===== src/rtl/lsu_pkg.sv =====
// lsu_pkg: shared constants for the load/store unit and its fault checker.
//   - RV32I load/store funct3 encodings
//   - fault codes reported on resp_fault
//   - FSM state encoding for load_store_unit
package lsu_pkg;

   typedef logic [1:0] fault_t;
   typedef logic [1:0] lsu_state_t;

   // funct3 encodings (loads and stores share the size field)
   localparam logic [2:0] LB  = 3'b000;
   localparam logic [2:0] LH  = 3'b001;
   localparam logic [2:0] LW  = 3'b010;
   localparam logic [2:0] LBU = 3'b100;
   localparam logic [2:0] LHU = 3'b101;
   localparam logic [2:0] SB  = 3'b000;
   localparam logic [2:0] SH  = 3'b001;
   localparam logic [2:0] SW  = 3'b010;

   // Fault codes
   localparam fault_t FLT_NONE     = 2'b00;
   localparam fault_t FLT_ILLEGAL  = 2'b01;
   localparam fault_t FLT_MISALIGN = 2'b10;
   localparam fault_t FLT_RANGE    = 2'b11;

   // FSM states
   localparam lsu_state_t ST_IDLE   = 2'd0;
   localparam lsu_state_t ST_ACCESS = 2'd1;
   localparam lsu_state_t ST_RESP   = 2'd2;

endpackage


===== src/rtl/lsu_fault_check.sv =====
// lsu_fault_check: combinational legality/alignment/range check for one access.
// Ports:
//   addr      in  32  effective byte address
//   funct3    in  3   RV32I load/store funct3
//   is_store  in  1   1 = store, 0 = load
//   fault     out 2   FLT_NONE / FLT_ILLEGAL / FLT_MISALIGN / FLT_RANGE
// Priority: illegal > misaligned > out of range.
module lsu_fault_check
   import lsu_pkg::*;
#(
   parameter int unsigned MEM_BYTES = 1024
) (
   input  logic [31:0] addr,
   input  logic [2:0]  funct3,
   input  logic        is_store,
   output fault_t      fault
);

   localparam logic [31:0] MemLimit = 32'(MEM_BYTES);

   logic illegal;
   logic misalign;
   logic out_of_range;

   always_comb begin
      if (is_store) begin
         illegal = !(funct3 inside {SB, SH, SW});
      end else begin
         illegal = funct3 inside {3'b011, 3'b110, 3'b111};
      end

      misalign = ((funct3 == LH || funct3 == LHU) && addr[0]) ||
                 ((funct3 == LW) && (addr[1:0] != 2'b00));

      out_of_range = (addr >= MemLimit);

      if (illegal) begin
         fault = FLT_ILLEGAL;
      end else if (misalign) begin
         fault = FLT_MISALIGN;
      end else if (out_of_range) begin
         fault = FLT_RANGE;
      end else begin
         fault = FLT_NONE;
      end
   end

endmodule


===== src/rtl/load_store_unit.sv =====
// load_store_unit: request/response front end for the data memory.
// Ports:
//   clk, rst_n                     clock, async active-low reset
//   req_valid/req_ready            request handshake from execute
//   req_is_store, req_funct3       access kind and size/sign
//   req_base, req_offset           effective address = base + offset (mod 2^32)
//   req_wdata, req_rd              store data, load destination
//   resp_valid/resp_ready          response handshake to writeback
//   resp_rdata, resp_rd            load result (0 for stores/faults), echoed rd
//   resp_is_load, resp_fault       echoed kind, fault code
//   mem_read, mem_write            data-memory enables (ACCESS only)
//   mem_address, mem_write_data    registered address / store data
//   mem_funct3, mem_read_data      registered size/sign, combinational read result
//   fault_count                    saturating count of faulted requests
module load_store_unit
   import lsu_pkg::*;
#(
   parameter int unsigned MEM_BYTES = 1024,
   parameter int unsigned FCNT_W    = 16
) (
   input  logic              clk,
   input  logic              rst_n,
   input  logic              req_valid,
   output logic              req_ready,
   input  logic              req_is_store,
   input  logic [2:0]        req_funct3,
   input  logic [31:0]       req_base,
   input  logic [31:0]       req_offset,
   input  logic [31:0]       req_wdata,
   input  logic [4:0]        req_rd,
   output logic              resp_valid,
   input  logic              resp_ready,
   output logic [31:0]       resp_rdata,
   output logic [4:0]        resp_rd,
   output logic              resp_is_load,
   output logic [1:0]        resp_fault,
   output logic              mem_read,
   output logic              mem_write,
   output logic [31:0]       mem_address,
   output logic [31:0]       mem_write_data,
   output logic [2:0]        mem_funct3,
   input  logic [31:0]       mem_read_data,
   output logic [FCNT_W-1:0] fault_count
);

   lsu_state_t        state_q, state_d;
   logic [31:0]       addr_q, wdata_q, rdata_q;
   logic [2:0]        funct3_q;
   logic [4:0]        rd_q;
   logic              is_load_q;
   fault_t            fault_q;
   logic [FCNT_W-1:0] fault_count_q;

   logic [31:0] eff_addr;
   fault_t      req_fault;
   logic        accept;

   assign eff_addr = req_base + req_offset;
   assign accept   = req_valid && (state_q == ST_IDLE);

   lsu_fault_check #(
      .MEM_BYTES (MEM_BYTES)
   ) u_fault_check (
      .addr     (eff_addr),
      .funct3   (req_funct3),
      .is_store (req_is_store),
      .fault    (req_fault)
   );

   always_comb begin
      state_d = state_q;
      unique case (state_q)
         ST_IDLE: begin
            if (accept) begin
               state_d = (req_fault == FLT_NONE) ? ST_ACCESS : ST_RESP;
            end
         end
         ST_ACCESS: state_d = ST_RESP;
         ST_RESP: begin
            if (resp_ready) begin
               state_d = ST_IDLE;
            end
         end
         default: state_d = ST_IDLE;
      endcase
   end

   always_ff @(posedge clk or negedge rst_n) begin
      if (!rst_n) begin
         state_q       <= ST_IDLE;
         addr_q        <= '0;
         wdata_q       <= '0;
         rdata_q       <= '0;
         funct3_q      <= '0;
         rd_q          <= '0;
         is_load_q     <= 1'b0;
         fault_q       <= FLT_NONE;
         fault_count_q <= '0;
      end else begin
         state_q <= state_d;
         if (accept) begin
            addr_q    <= eff_addr;
            wdata_q   <= req_wdata;
            funct3_q  <= req_funct3;
            rd_q      <= req_rd;
            is_load_q <= ~req_is_store;
            fault_q   <= req_fault;
            rdata_q   <= '0;
            if ((req_fault != FLT_NONE) && (fault_count_q != '1)) begin
               fault_count_q <= fault_count_q + FCNT_W'(1);
            end
         end
         if ((state_q == ST_ACCESS) && is_load_q) begin
            rdata_q <= mem_read_data;
         end
      end
   end

   // Enables decode straight from state so an async reset drops them at once.
   assign mem_read       = (state_q == ST_ACCESS) && is_load_q;
   assign mem_write      = (state_q == ST_ACCESS) && !is_load_q;
   assign mem_address    = addr_q;
   assign mem_write_data = wdata_q;
   assign mem_funct3     = funct3_q;

   assign req_ready    = (state_q == ST_IDLE);
   assign resp_valid   = (state_q == ST_RESP);
   assign resp_rdata   = rdata_q;
   assign resp_rd      = rd_q;
   assign resp_is_load = is_load_q;
   assign resp_fault   = fault_q;
   assign fault_count  = fault_count_q;

endmodule

===== config.mk =====
export PLATFORM = sky130hd
export DESIGN_NAME = load_store_unit
export DESIGN_NICKNAME = d
export VERILOG_FILES = /design/src/rtl/lsu_pkg.sv /design/src/rtl/lsu_fault_check.sv /design/src/rtl/load_store_unit.sv
export SDC_FILE = /design/constraint.sdc
export NUM_CORES = 1
export LEC_CHECK = 0
export CORE_MARGIN = 2
export CORE_UTILIZATION = 45
export CTS_CLUSTER_DIAMETER = 80
export DETAILED_ROUTE_END_ITERATION = 12
export HOLD_SLACK_MARGIN = 0.06
export PLACE_DENSITY_LB_ADDON = 0.1
export RECOVER_POWER = 50
export SLEW_MARGIN = 30
export SYNTH_ARGS = -nofsm -noshare
export SYNTH_HDL_FRONTEND = slang
export SYNTH_SLANG_ARGS = --single-unit

===== constraint.sdc =====
create_clock -name clk -period 2.6 [get_ports clk]
set_input_delay 0.52 -clock clk [delete_from_list [all_inputs] [get_ports clk]]
set_output_delay 0.52 -clock clk [all_outputs]
set_load 0.005 [all_outputs]

-- Word-level counts from Yosys, hierarchy flattened
Index checks and enable logic that the tools add are counted.
- register bits: 125
- logic and storage cells: 54
- bitwise gates (word level): 1
- reductions and logical operators: 20
- magnitude comparators: 1
- multiplexer cells: 10
- eq/ne operators: 11
- add/sub/neg operators: 2
- operator list (operator ; count):
    two-way mux 32 bit ; 2
    adder 32 bit ; 1
    >= comparator 32 x 11 -> 1 bit (second input constant) ; 1
    adder 16 x 1 -> 16 bit (second input constant) ; 1
    != test 16 bit (second input constant) ; 1
    two-way mux 2 bit ; 6
    equality test 3 bit (second input constant) ; 3
    equality test 3 x 2 -> 1 bit (second input constant) ; 2
    logical AND 1 bit ; 6
    case mux 2 bit (3 select lines) ; 1
    nonzero test 2 bit ; 3
    nonzero test 3 bit ; 2
    zero test 2 bit ; 2
    != test 2 x 1 -> 1 bit (second input constant) ; 2
    AND reduction 2 bit ; 2
    equality test 3 x 1 -> 1 bit (second input constant) ; 1
    zero test 3 bit ; 1
    equality test 2 x 1 -> 1 bit (second input constant) ; 1
    equality test 2 bit (second input constant) ; 1
    zero test 1 bit ; 2
    logical OR 1 bit ; 2
    two-way mux 1 bit ; 1
    NOT 1 bit ; 1

-- Logic depth before layout (Yosys ltp)
- word-level depth: 10
- mapped depth: 13

-- Cells and area by module
Synthesis repeated with hierarchy kept, for this count alone.
- cell total of the unflattened synthesis: 686
- area, all modules: 6580.1 µm²
- by module, submodules not included (module ; area each (µm²) ; instances ; seq. area each (µm²) ; cells each):
    load_store_unit ; 6457.4 ; 1 ; 3128.0 ; 669
    lsu_fault_check ; 122.6 ; 1 ; 0.0 ; 17

-- Worst setup path after synthesis
OpenSTA, ideal clock, no wires.
- path type: input port to flip-flop
- from: input port req_base[0]
- to: register fault_count_q[15] (netlist: fault_count[15])
- library setup time: 0.133 ns
- path buffers: 1
- arrival: 3.616 ns
- stages: 13
- setup slack: -1.149 ns
- path through: ha_1 > fa_1 > a211oi_2 > o211ai_1 > a21o_1 > a311o_1 > a221oi_2 > o2111ai_1 > or4_4 > nor3_4 > buf_6 > nor4b_2 > xor2_1
- word-level cells in the longest chain between the ends: 9
- elaborated cells on any way between the ends: 12
- those cells by class: add/sub (1); order compare (1); mux (3); reduce/logical (7)
- RTL lines (item ; RTL line ; source):
    start, declared ; load_store_unit.sv:27 ; input logic [31:0] req_base,
    adder 32 bit * ; load_store_unit.sv:58 ; assign eff_addr = req_base + req_offset;
    parallel branches: the longest is 3 deep, another holds >= comparator 32 x 11 -> 1 bit ; -- ;
    two-way mux 2 bit * ; lsu_fault_check.sv:39 ; end else if (misalign) begin
    two-way mux 2 bit * ; lsu_fault_check.sv:37 ; if (illegal) begin
    nonzero test 2 bit * ; load_store_unit.sv:109 ; if ((req_fault != FLT_NONE) && (fault_count_q != '1)) begin
    logical AND 1 bit * ; load_store_unit.sv:109 ;
    AND reduction 2 bit (no line) * ; -- ;
    end signal, assigned ; load_store_unit.sv:110 ; fault_count_q <= fault_count_q + FCNT_W'(1);
    end, declared ; load_store_unit.sv:52 ; logic [FCNT_W-1:0] fault_count_q;
Every way passes the cells marked *.
A chain may end at the register's enable or synchronous reset.

-- Final worst setup path
- from: input port req_offset[9]
- to: register fault_count_q[9] (netlist: fault_count[9])
- word-level cells in the longest chain between the ends: 8
- RTL lines (item ; RTL line ; source):
    start, declared ; load_store_unit.sv:28 ; input logic [31:0] req_offset,
    adder 32 bit ; load_store_unit.sv:58 ;
    >= comparator 32 x 11 -> 1 bit ; lsu_fault_check.sv:35 ; out_of_range = (addr >= MemLimit);
    two-way mux 2 bit ; lsu_fault_check.sv:41 ; end else if (out_of_range) begin
    two-way mux 2 bit ; lsu_fault_check.sv:39 ;
    two-way mux 2 bit ; lsu_fault_check.sv:37 ;
    nonzero test 2 bit ; load_store_unit.sv:109 ;
    logical AND 1 bit ; load_store_unit.sv:109 ;
    AND reduction 2 bit (no line) ; -- ;
Every way passes these cells.

==> impl_metrics.tcl <==
set metrics [dict create \
    worstPathRequired_ns 2.88 \
    overflow 0 \
    layout-drive-gt1-share_pct 25.2 \
    hold_violations 0 \
    final_nets 1331 \
    grt_pass1_vias 7322 \
    whs_endpoint "mem_address[0]$_DFFE_PN0P_" \
    fin_worst_skew_ns 0.00652 \
    min_path_cells 4 \
    root_buffer "clkbuf_16" \
    synth.yosys.warnings 0 \
    num_rows 45 \
    numPortBuffers 267 \
    synth_edf_count 0 \
    setup_ws_ns -0.870 \
    wire_per_inst_um 17.1 \
    grt_pass1_wl_mm 36.2 \
    drtAntennaViolNets 0 \
    p_leak_uw 0.00556 \
    max_cap_viol_count 0 \
    rsz0062_at_grt "true" \
    synth_cell_types 73 \
    cts_buffers 17 \
    route.detailed.drc 0 \
    cp_max_fo 8 \
    fin_crit_sh_pct 133 \
    synth_top_flop_cell "dfrtp_1" \
    place_congestion 0.888 \
    crit_top_cell "buf_4" \
    cts-htree-levels 4 \
    synth_cells 750 \
    synth_nets 924 \
    synth-seq-cells 125 \
    cts_buffer_depth 2 \
    clk-insertion-delay-late_ns 0.41 \
    critPathBufInv 5 \
    hold_class "in2reg" \
    cp-start-kind "input port" \
    cts_tree "done" \
    drt_iter0_markers 347 \
    max_slew_margin_pct 7.54 \
    track_usage_pct 27.9 \
    max_stage_delay_ns 0.55 \
    initial_core_util_pct 45.8 \
    core_um2 15100 \
    antenna_found_initial 0 \
    drv_slew 0 \
    finalWirelength_mm 23.2 \
    holdWs_ns 0.457 \
    min_from "req_base[0]" \
    irDropWorstVdd_mv 0.552 \
    clk_pin_slew_ns 0.06 \
    setup_viol 49 \
    worstPathCellList "dlygate4sd2_1 > ha_4 > buf_4 > nand4_1 > buf_4 > nor2_1 > a22o_1 > o21ai_2 > o21a_1 > a2111o_1 > or4_4 > nor3_4 > buf_6 > buf_12 > nor4_1 > xor2_1" \
    fin_crit_ns 3.47 \
    fmax_mhz 288 \
    synthTopCellsByArea "dfrtp_1 45%, nand2_1 11%, ha_1 5.8%" \
    cts_num_sinks 125 \
    grt_max_degree 64 \
    slowest_stage "or4_4" \
    area_delta_synth_final_pct 73.1 \
    dieWidth_um 128 \
    worstSetupPathType "in2reg" \
    avgSynthCellArea_um2 9.21 \
    vias 7242 \
    synth_area_leader_cell "dfrtp_1" \
    tightest_slew_ns 1.39 \
    antennaDiodeCount 0 \
    r2r_cells 5 \
    async_flop_share_pct 100 \
    dieHeight_um 128 \
    p_per_area_nw_per_um2 629 \
    critPathTopFamily "simple AND/OR/NAND/NOR gates" \
    final.setup.tns_ns -17.45 \
    vias_per_cell 5.34 \
    dieArea_um2 16400 \
    timing.rr.start "state_q[1]$_DFFE_PN0P_" \
    yosysTopAreaCellShare_pct 45.3 \
    firstDrtPassIters 5 \
    worstPathArrival_ns 3.75 \
    r2r_slack_ns -0.08 \
    syn-cell-area_um2 6910 \
    ys_seq_area_share_pct 45.3 \
    rr_endpoint "state_q[0]$_DFFE_PN0P_" \
    cp-end-kind "flip-flop" \
    layout.cells.non_filler 1357 \
    status "finished, violations left" \
    ioPinCount 268 \
    violations "negative setup slack" \
    dpl.hpwl_mm 16.8 \
    dp_cells 1293 \
]
## cells in the final DEF (no fill, tap or decap), drive strengths merged, types with 10 or more instances in the layout
master and n:
nand2 203, clkdlybuf4s50 194, buf 158, dfrtp 125, o21ai 46, a21oi 39, dlygate4sd3 35, nor2 34
a22o 33, ha 32, dlygate4sd2 29, xor2 23, clkbuf 22, xnor2 15, nand3 13, a21o 11
nand4 11, inv 10, a211oi 10
## where the power goes
group          total [uW]  switching (uW)  leakage (uW)  internal, uW
Combinational        2650            1120       0.00368          1530
Clock                2290             887      0.000273          1410
Sequential           2580             273       0.00161          2310
Total                7520            2280       0.00556          5240
## cells in the mapped netlist (all sizes together), types with 4 or more instances
library cell	number
nor2	34
nor3b	4
a22o	33
dfrtp	125
o21bai	8
nand2	203
o21ai	46
ha	32
nor3	9
nand2b	6
inv	8
a21oi	39
o211ai	8
mux2	4
buf	7
a31oi	5
nor4	8
xnor2	15
a211oi	10
nand4	11
a21o	11
clkbuf	31
xor2	23
a21boi	4
and2	5
nand3	13
and3	5
o21a	4
## layout make-up
type,instances,area [um^2]
multi-input cells,579,4140
flip-flops and latches,125,3130
clock inverters,13,141
inverters,8,30.0
well taps,188,235
fillers,999,3130
clock buffers,18,429
repair buffers,426,3860
## how the worst max path moves through the flow
| stage | startpoint | to | slack [ns] | cells past startpoint |
|---|---|---|---|---|
| 2_1_floorplan | req_base[0] | fault_count[15]$_DFFE_PN0P_ | -0.97 | 13 |
| 3_3_place_gp | req_base[0] | fault_count[7]$_DFFE_PN0P_ | -1.53 | 14 |
| 3_5_place_dp | req_base[0] | fault_count[8]$_DFFE_PN0P_ | -1.63 | 14 |
| 4_1_cts | req_base[20] | fault_count[10]$_DFFE_PN0P_ | -0.82 | 15 |
| 5_1_grt | req_offset[5] | fault_count[15]$_DFFE_PN0P_ | -0.95 | 14 |
| 6_report | req_offset[9] | fault_count[9]$_DFFE_PN0P_ | -0.87 | 16 |
## tightest hold or removal path, cell delays in order
cell and delay, ns:
buf_6 0.07, ha_4 0.14, nand2_1 0.05, nand2_1 0.05
## state kept, by name, summed over array words and instances, names as in the netlist
| signal | cells |
|---|---|
| mem_address | 32 |
| mem_write_data | 32 |
| resp_rdata | 32 |
| fault_count | 16 |
| resp_rd | 5 |
| mem_funct3 | 3 |
| resp_fault | 2 |
| state_q | 2 |
| resp_is_load | 1 |
## stage by stage
stage / util [%] / area [um^2] / total power (uW) / setup WS (ns)
final: 79.3 / 12000 / 7520 / -0.870
after global routing: 79.3 / 12000 / 7910 / -0.947
after floorplan: - / 6930 / 3450 / -0.967
after global placement: 70.5 / 10600 / 4980 / -1.53
after CTS: 78.2 / 11800 / 7510 / -0.818
after detailed placement: 70.5 / 10600 / 5040 / -1.63
## logic make-up after synthesis
logic type,count (synthesis),synth area share (%)
mux,6,0.996
fa+ha+maj,33,6.08
simple gates,313,20.8
buf+inv,46,3.04
flops,125,45.3
compound gates,189,19.0
xor+xnor,38,4.82
## routing by layer
metal  part of all wire [%]  GRT usage (%)  vias to the layer above
li1                       -              -                     3461
met1                     40           33.5                     3468
met2                     51           48.7                      255
met3                    5.6           6.76                       58
met4                    3.4           10.3                        0
met5                      0              0                        -
## repair_timing
action                                  in CTS  in global routing
endpoints found under the hold margin       18                  0
endpoints found under the setup margin      29                 24
hold buffers                                 1                  0
buffers inserted                            21                 12
gates cloned                                 1                  0
pin swaps                                   47                 25
gates resized for setup                    119                 37
(Power assumes the default switching activity.)
